## src/rtl/uart_baud_ctrl.sv

```systemverilog
// Baud divisor controller: shadows bus writes and applies them to the tick generator only when TX and RX are idle.
// Define UART_AUTOBAUD_EN to build the autobaud engine that measures the start bit of a received 0x55.
module uart_baud_ctrl #(
  parameter int DIV_W       = 32,
  parameter int DEFAULT_DIV = 433,
  parameter int MIN_DIV     = 3
) (
  input  logic             i_clk,
  input  logic             i_rstn,
  input  logic             i_wr_en,
  input  logic [DIV_W-1:0] i_wr_div,
  input  logic             i_tx_busy,
  input  logic             i_rx_busy,
  input  logic             i_rx,
  input  logic             i_ab_start,
  output logic [DIV_W-1:0] o_baud_sel,
  output logic             o_baud_rstn,
  output logic             o_pending,
  output logic             o_ab_busy,
  output logic             o_ab_done,
  output logic             o_ab_err
);

  localparam logic [DIV_W-1:0] MinDiv     = DIV_W'(MIN_DIV);
  localparam logic [DIV_W-1:0] DefaultDiv = DIV_W'(DEFAULT_DIV);

  logic [DIV_W-1:0] shadow_q, shadow_d;
  logic [DIV_W-1:0] baudSel_q, baudSel_d;
  logic             pending_q, pending_d;
  logic             baudRstn_q, baudRstn_d;
  logic [DIV_W-1:0] cand;
  logic             want;
  logic             abLoad;
  logic [DIV_W-1:0] abDiv;

  // An autobaud result outranks a same-cycle bus write; a write made while idle applies without a bubble.
  always_comb begin
    cand       = shadow_q;
    want       = pending_q;
    baudSel_d  = baudSel_q;
    baudRstn_d = 1'b1;
    if (i_wr_en) begin
      cand = (i_wr_div < MinDiv) ? MinDiv : i_wr_div;
      want = 1'b1;
    end
    if (abLoad) begin
      cand = abDiv;
      want = 1'b1;
    end
    if (want && !i_tx_busy && !i_rx_busy) begin
      baudSel_d  = cand;
      baudRstn_d = 1'b0;
      want       = 1'b0;
    end
    shadow_d  = cand;
    pending_d = want;
  end

  always_ff @(posedge i_clk or negedge i_rstn) begin
    if (!i_rstn) begin
      shadow_q   <= DefaultDiv;
      baudSel_q  <= DefaultDiv;
      pending_q  <= 1'b0;
      baudRstn_q <= 1'b1;
    end else begin
      shadow_q   <= shadow_d;
      baudSel_q  <= baudSel_d;
      pending_q  <= pending_d;
      baudRstn_q <= baudRstn_d;
    end
  end

  assign o_baud_sel  = baudSel_q;
  assign o_baud_rstn = baudRstn_q;
  assign o_pending   = pending_q;

`ifdef UART_AUTOBAUD_EN
  typedef enum logic [2:0] {
    AB_IDLE,
    AB_ARM,
    AB_WAIT_FALL,
    AB_MEASURE,
    AB_DONE
  } abState_e;

  abState_e         state_q, state_d;
  logic [1:0]       sync_q;
  logic             rxS;
  logic [DIV_W-1:0] cnt_q, cnt_d;
  logic             abErr_q, abErr_d;
  logic             abDone_q;
  logic             abBusy_q;

  assign rxS = sync_q[1];

  // cnt ends up equal to the number of low rxS samples, i.e. one bit time in clocks.
  always_comb begin
    state_d = state_q;
    cnt_d   = cnt_q;
    abErr_d = abErr_q;
    case (state_q)
      AB_IDLE:      if (i_ab_start) state_d = AB_ARM;
      AB_ARM:       if (rxS) state_d = AB_WAIT_FALL;
      AB_WAIT_FALL: begin
        if (!rxS) begin
          state_d = AB_MEASURE;
          cnt_d   = DIV_W'(1);
        end
      end
      AB_MEASURE: begin
        if (rxS) begin
          state_d = AB_DONE;
          abErr_d = (cnt_q - DIV_W'(1)) < MinDiv;
        end else if (cnt_q == '1) begin
          state_d = AB_DONE;
          abErr_d = 1'b1;
        end else begin
          cnt_d = cnt_q + DIV_W'(1);
        end
      end
      AB_DONE: begin
        state_d = AB_IDLE;
        abErr_d = 1'b0;
      end
      default: state_d = AB_IDLE;
    endcase
  end

  always_ff @(posedge i_clk or negedge i_rstn) begin
    if (!i_rstn) begin
      state_q  <= AB_IDLE;
      sync_q   <= 2'b11;
      cnt_q    <= '0;
      abErr_q  <= 1'b0;
      abDone_q <= 1'b0;
      abBusy_q <= 1'b0;
    end else begin
      state_q  <= state_d;
      sync_q   <= {sync_q[0], i_rx};
      cnt_q    <= cnt_d;
      abErr_q  <= abErr_d;
      abDone_q <= (state_d == AB_DONE);
      abBusy_q <= (state_d != AB_IDLE);
    end
  end

  assign abLoad    = abDone_q && !abErr_q;
  assign abDiv     = cnt_q - DIV_W'(1);
  assign o_ab_busy = abBusy_q;
  assign o_ab_done = abDone_q;
  assign o_ab_err  = abErr_q;
`else
  logic unusedAb;

  assign unusedAb  = ^{i_rx, i_ab_start};
  assign abLoad    = 1'b0;
  assign abDiv     = '0;
  assign o_ab_busy = 1'b0;
  assign o_ab_done = 1'b0;
  assign o_ab_err  = 1'b0;
`endif

endmodule

```

## config.mk

```make
export PLATFORM = sky130hd
export DESIGN_NAME = uart_baud_ctrl
export DESIGN_NICKNAME = d
export VERILOG_FILES = /design/src/rtl/uart_baud_ctrl.sv
export SDC_FILE = /design/constraint.sdc
export NUM_CORES = 1
export LEC_CHECK = 0
export CAP_MARGIN = 20
export CELL_PAD_IN_SITES_DETAIL_PLACEMENT = 1
export CELL_PAD_IN_SITES_GLOBAL_PLACEMENT = 2
export CORE_MARGIN = 1
export CORE_UTILIZATION = 38
export DETAILED_ROUTE_END_ITERATION = 8
export DONT_BUFFER_PORTS = 1
export PLACE_DENSITY = 0.85
export SKIP_LAST_GASP = 1
export SYNTH_ARGS = -nofsm -noshare
export SYNTH_HDL_FRONTEND = slang
export SYNTH_SLANG_ARGS = --single-unit
```

## constraint.sdc

```tcl
create_clock -name i_clk -period 1.35 [get_ports i_clk]
set_input_delay 0.27 -clock i_clk [delete_from_list [all_inputs] [get_ports i_clk]]
set_output_delay 0.27 -clock i_clk [all_outputs]
set_load 0.01 [all_outputs]
```

* Yosys cells after proc, flatten, opt, wreduce, memory -nomap -nowiden
Cells that the tools add are included. W data, S select, Z words.
Word-level totals: logic and storage cells 14, register bits after elaboration 66, input bits 39, output and inout port bits 37
Operators by class: magnitude comparators 1, reduce and logical (&&, ||, !) cells 4, mux-type cells 5
Operator list (number):
- $mux W32 | 2
- $lt A32 B2 Y1 const B | 1
- $mux W1 | 3
- $logic_and A1 B1 Y1 | 2
- $logic_not A1 Y1 | 2

* Logic depth before layout (Yosys ltp)
Gate-level depths: netlist (run 1).
word-level depth 4, depth in mapped cells 5

* Least setup slack after synthesis (run 1)
No wires, ideal clock.
kind input to register, start point input i_wr_en, end point register baudSel_q[10], in the netlist o_baud_sel[10], setup time 0.125 ns, cell stages on the path 5, path slack -0.219 ns, arrival 1.444 ns, buffers on the path 2, cell sequence buf_2 -> nor2_1 -> nor3_2 -> buf_2 -> mux2_2
On the way: longest elaborated chain between the ends 3, elaborated cells between the ends (all ways) 4, classes of those cells mux (2); reduce/logical (2)
Ends and longest elaborated chain:
- from (decl) | line 10 | input logic i_wr_en,
- $mux W1 | line 42 | if (i_wr_en) begin
- $logic_and A1 B1 Y1 (2 in series) | line 50 | if (want && !i_tx_busy && !i_rx_busy) begin
- to (signal assigned) | line 62 | baudSel_q <= DefaultDiv;
- to (signal assigned) | line 67 | baudSel_q <= baudSel_d;
- to (decl) | line 28 | logic [DIV_W-1:0] baudSel_q, baudSel_d;
Several ways; a longest one is shown, not always the timed one. A chain may end at the register's enable or synchronous reset.

* Final worst setup path (run 1)
start point register pending_q, in the netlist o_pending, end point register baudSel_q[28], in the netlist o_baud_sel[28]
On the way: longest elaborated chain between the ends 3
Ends and longest elaborated chain:
- from (decl) | line 29 | logic pending_q, pending_d;
- from (signal assigned) | line 68 | pending_q <= pending_d;
- $mux W1 | line 42
- $logic_and A1 B1 Y1 (2 in series) | line 50
Every way passes these cells.

==> results.txt, run 1 <==
Status = finished, violations left
Failing checks = DRC, hold timing, setup timing
RSZ-0062 raised after global routing = yes
Fraction of layout cells with a size suffix above 1 = 55.2%
Via count = 1352
Vias in the first global route = 1556
Starting Density = 40.1%
Final WL = 5.20 mm
Die area = 0.00718 sq mm
Period minus WS final = 1.36 ns
Reg area = 0.00167 sq mm
Sequential fraction of the synthesis area = 64.0%
Initial antenna violation count = 0
Core Box Area = 0.00649 sq mm
CTS tree = yes
Gr usage total = 16.3%
Gr ovfl total = 0
P_leak = 1.24 nW
Yosys warns = 0
Area growth syn-to-layout = 14.4%
NumNets Final = 217
Routed Antenna Nets = 0
Clock transition at the registers of the reported paths = 0.07 ns
Reg2Reg Depth = 5
Buffers on Ports = 0
Final setup fails = 1
Setup TNS = -0.00754 ns
Synth Instances = 164
DP HPWL = 3.56 mm
Power density over the cells = 1650 mW/mm^2
Hold Violations, Final = 66
Worst EP arrival = 1.57 ns
Final Max Tran Viols = 0
Worst Setup Start Kind = flop
Fmax = 737 MHz
DP Area = 0.00270 sq mm
Largest net degree at the start of global routing = 67
Critical Path RT = 1.57 ns
Routability cong. = 0.684
Clk Latency, worst-skew pair = 0.33 ns
H-tree levels = 3
First-pass detailed-route iteration total = 8
DRC viols = 4
Synth unique cells = 18
Inserted Clock Buffers = 9
Period utilization = 101%
Top-level port count = 76
Number of vias per cell = 5.20
CTS Root Cell = clkbuf_8
Min-Delay Path Class = input port to asynchronous set/reset pin
Post-layout util = 45.8%
Clock Skews = 0.0114 ns
Worst-path fanout max = 11
Cell Rows = 29
First-pass GRT wire length = 8.63 mm
Register bit total from synthesis = 66
Synth Cell Area = 0.00260 sq mm
Die height = 84.8 um
CP Capture Type = flop
Chip width = 84.8 um
Fill count = 627
PnR worst setup slack = -0.00754 ns
Area of the multi-input gates = 880 sq um
Maxcap violations = 0
Maximum vdd drop = 0.725 mV
Avg WL per Cell = 20.0 um
Clk sinks = 66
Starting DRT DRC Count = 61
WHS = -0.371 ns
Final Cell Area = 0.00298 sq mm
Crit path kind = flop to flop
# diodes = 0
Avg Inst Size Synth = 15.9 sq um
Clock buffer depth = 2
Placement Setup Slack = -0.202 ns
## critical path, cell delays in order (launching register included)
cell and delay (ns):
dfrtp_1 0.36, nor2_2 0.06, nor3_4 0.20, buf_12 0.17, buf_4 0.13, mux2_2 0.33
## flip-flops by register name, summed over array words and instances (netlist names)
signal,cells
o_baud_sel,32
shadow_q,32
o_baud_rstn,1
o_pending,1
## worst paths after layout
kind / from / endpoint / slack (ns)
min: i_rstn / shadow_q[31] / -0.37
max reg2reg: o_pending / o_baud_sel[28] / -0.008
max: o_pending / o_baud_sel[28] / -0.008
min reg2reg: shadow_q[2] / shadow_q[2] / 0.49
max in group asynchronous: i_rstn / o_baud_sel[0] / 1.52
min in group i_clk: i_rx_busy / o_pending / 0.10
## metrics by stage
| step | cells | hold slack, ns | power [mW] |
|---|---|---|---|
| after floorplan | 166 | -0.0256 | 3.00 |
| after global placement | 238 | -0.0244 | 3.07 |
| after detailed placement | 238 | -0.0245 | 3.13 |
| after CTS | 254 | -0.392 | 4.96 |
| after global routing | 260 | -0.399 | 5.15 |
| final | 260 | -0.371 | 4.90 |
## Yosys cell counts
master	instances	area (sq um)
a21oi_1	2	10.0
conb_1	1	3.75
dfstp_2	11	289
mux2_1	1	11.3
a2111oi_4	1	27.5
buf_2	5	25.0
dfrtp_1	55	1380
a31oi_1	2	12.5
nor2b_1	2	12.5
nand4_2	1	12.5
mux2_2	61	687
buf_4	5	37.5
and4_1	1	8.76
nor2_1	5	18.8
nor4_1	6	37.5
or4_4	1	11.3
inv_1	3	11.3
nor3_2	1	10.0
## layout make-up
type	count	area share (%)
flip-flops and latches	66	55.9
multi-input cells	87	29.5
clock inverters	3	2.18
well taps	77	3.24
inverters	3	0.378
clock buffers	13	5.00
repair buffers	11	3.74
## cells in the final DEF (no fill, tap or decap), drive strengths merged
cell type / count
mux2: 62
dfrtp: 55
clkbuf: 13
dfstp: 11
buf: 11
nor4: 6
nor2: 5
inv: 3
conb: 3
nor2b: 2
a21oi: 2
a31oi: 2
bufinv: 2
and4: 1
or4: 1
a2111oi: 1
nand4: 1
nor3: 1
clkinv: 1
## kinds of logic (layout without fill, tap and decap cells)
logic type	count (synthesis)	count (layout)	synth area share, %
AOI/OAI and AO/OA	5	5	1.92
buffers and inverters	13	30	2.84
DFF	66	66	64.0
muxes	62	62	26.8
other	1	3	0.144
and+or+nand+nor	17	17	4.28
## per-layer routing
metal / global-route usage (%) / part of all wire, % / up-vias
met5: 0 / 0 / -
met4: 7.40 / 1.6 / 0
met3: 4.82 / 4.9 / 9
met2: 27.1 / 53 / 34
met1: 19.8 / 40 / 704
li1: - / - / 605
## repair_timing
| action | 4_1_cts | 5_1_grt |
|---|---|---|
| setup buffers | 0 | 6 |
| setup endpoints to repair | 17 | 15 |
| resized for setup | 1 | 0 |
| endpoints found under the hold margin | 66 | 66 |
## report_power, final
| group | internal, mW | switching, mW | total [mW] | leakage (nW) |
|---|---|---|---|---|
| Combinational | 0.304 | 0.160 | 0.465 | 0.373 |
| Clock | 1.09 | 0.704 | 1.80 | 0.108 |
| Sequential | 2.34 | 0.301 | 2.64 | 0.760 |
| Total | 3.73 | 1.17 | 4.90 | 1.24 |
No activity file was read; power rests on OpenSTA's default activity.
==> run 2, diff against run 1 <==
--- a/config.mk
+++ b/config.mk
@@ -8,6 +8,7 @@
 export CAP_MARGIN = 20
 export CELL_PAD_IN_SITES_DETAIL_PLACEMENT = 1
 export CELL_PAD_IN_SITES_GLOBAL_PLACEMENT = 2
+export CORE_ASPECT_RATIO = 0.8
 export CORE_MARGIN = 1
 export CORE_UTILIZATION = 38
 export DETAILED_ROUTE_END_ITERATION = 8
==> results.txt, run 2 (synthesis results as in run 1) <==
Status = finished, violations left
Failing checks = hold timing, setup timing
Sw Ratio = 25.3% (+1.6 points)
Clock Skews = 0.0101 ns (-0.00136 ns)
H-tree levels = 3 (unchanged)
Starting Density = 40.0% (-0.069 points)
Top routing layer used = met4
Clk pwr share = 30.8% (-5.8 points)
Clk sinks = 66 (unchanged)
Maximum vdd drop = 0.763 mV (+5.3%)
Routed Antenna Nets = 0 (unchanged)
Comb pwr share = 10.5% (+1.0 points)
Inserted Clock Buffers = 9 (unchanged)
Gr ovfl total = 0 (unchanged)
Die height = 76.0 um (-10%)
Final Total Pwr = 4.50 mW (-8.1%)
Worst EP arrival = 1.60 ns (+0.03 ns)
Placed cells = 245 (+2.9%)
Hold Violations, Final = 66 (unchanged)
DRC viols = 0 (-4)
Non-Filler Instances = 264 (+1.5%)
Final WL = 5.12 mm (-1.6%)
Min-Delay Path Class = input port to asynchronous set/reset pin
Number of vias per cell = 5.16 (-0.71%)
Net switching power = 1.14 mW (-2.1%)
Power density over the cells = 1530 mW/mm^2 (-7.3%)
Top-level port count = 76 (unchanged)
Setup TNS = -0.140 ns (-0.133 ns)
Period minus WS final = 1.38 ns (+0.0214 ns)
Vias in the first global route = 1608 (+3.3%)
Final setup fails = 9 (+8)
NumNets Final = 214 (-1.4%)
Buffers on Ports = 0 (unchanged)
WHS = -0.377 ns (-0.00560 ns)
R2R setup slack = -0.03 ns (-0.02 ns)
Gr usage total = 16.2% (-0.14 points)
Met3 Wirelength = 334 um (+30%)
Period utilization = 102% (+1.6 points)
CTS Root Cell = clkbuf_8
Commonest cells after routing, fill and taps aside = 61 x mux2_2, 55 x dfrtp_1, 11 x dfstp_2
Reg power frac = 58.7% (+4.8 points)
Post-layout util = 45.4% (-0.48 points)
Chip width = 94.5 um (+12%)
Die area = 0.00719 sq mm (about the same)
RSZ-0062 raised after global routing = yes
Worst Setup Start Kind = flop
Critical Path RT = 1.57 ns (about the same)
Starting DRT DRC Count = 22 (-64%)
Via count = 1363 (+0.81%)
Clock buffer depth = 2 (unchanged)
Initial antenna violation count = 0 (unchanged)
Fraction of layout cells with a size suffix above 1 = 54.4% (-0.75 points)
Met2 WL post-DR = 2.71 mm (-2.0%)
Most common cell after layout, fill and taps aside = mux2_2
Clock transition at the registers of the reported paths = 0.07 ns (about the same)
P_leak = 1.22 nW (-1.7%)
Avg WL per Cell = 19.4 um (-3.1%)
Crit path kind = flop to flop
Maxcap violations = 0 (unchanged)
Clk Latency, worst-skew pair = 0.33 ns (about the same)
# diodes = 0 (unchanged)
First-pass detailed-route iteration total = 4 (-4)
Met1 wire length = 1.99 mm (-5.0%)
Largest net degree at the start of global routing = 67 (unchanged)
Area growth syn-to-layout = 13.4%
Internal power = 3.36 mW (-10%)
Routability cong. = 0.674 (-1.4%)
CTS tree = yes
Core Box Area = 0.00651 sq mm (+0.17%)
CP Capture Type = flop
Cell Rows = 26 (-10%)
PnR worst setup slack = -0.0289 ns (-0.0214 ns)
Fmax = 725 MHz (-1.5%)
First-pass GRT wire length = 8.54 mm (-1.0%)
Worst-path fanout max = 7 (-4)
Final Max Tran Viols = 0 (unchanged)
DP HPWL = 3.59 mm (+1.1%)
run 2: cell types whose count changed in the layout (fill, tap and decap cells not counted), sizes merged:
cell,previous run,this run
bufinv,2,0
clkinv,1,3
bufbuf,0,1
buf,11,7
run 2: power by group through the flow:
stage | combinational [mW] | sequential [mW] | clock, mW
after global placement | 0.413 | 2.66 | 0
after detailed placement | 0.459 | 2.68 | 0
after CTS | 0.474 | 2.65 | 1.46
after global routing | 0.520 | 2.68 | 1.54
final | 0.473 | 2.64 | 1.39
after floorplan | 0.400 | 2.60 | 0
run 2: area by class of cell:
type | count | area (sq um)
flip-flops and latches | 66 | 1670
repair buffers | 8 | 126
clock buffers | 13 | 149
clock inverters | 3 | 15.0
well taps | 84 | 105
fillers | 647 | 3550
multi-input cells | 87 | 880
inverters | 3 | 11.3
run 2: metal layers:
metal | GRT usage [%] | up-vias
li1 | - | 601
met1 | 18.7 | 708
met2 | 26.3 | 47
met3 | 6.49 | 7
met4 | 7.27 | 0
met5 | 0 | -
run 2: path summary, 6_finish.rpt:
path / cells after the start / end / startpoint
max: 5 / o_baud_sel[19] / o_pending
min: 0 / o_pending / i_rstn
max reg2reg: 5 / o_baud_sel[19] / o_pending
min reg2reg: 1 / shadow_q[14] / shadow_q[14]
max in group asynchronous: 0 / shadow_q[7] / i_rstn
min in group i_clk: 1 / shadow_q[27] / i_wr_div[27]
run 2: timing repair:
item | 4_1_cts | 5_1_grt
gates resized for setup | 1 | 0
hold endpoints to repair | 66 | 66
endpoints found under the setup margin | 16 | 23
cloned | 1 | 0
buffers inserted | 1 | 1
run 2: critical path: stages, from the launching register on:
cell	delay, ns
dfrtp_1	0.37
nor2_2	0.06
nor3_4	0.11
buf_6	0.14
bufbuf_16	0.26
mux2_2	0.32
run 2: through the flow:
| step | area, sq um | setup slack (ns) |
|---|---|---|
| floorplan | 2630 | -0.0467 |
| global placement | 2720 | -0.117 |
| detailed placement | 2720 | -0.137 |
| CTS | 2930 | -0.0402 |
| global route | 2950 | -0.0924 |
| finish | 2950 | -0.0289 |
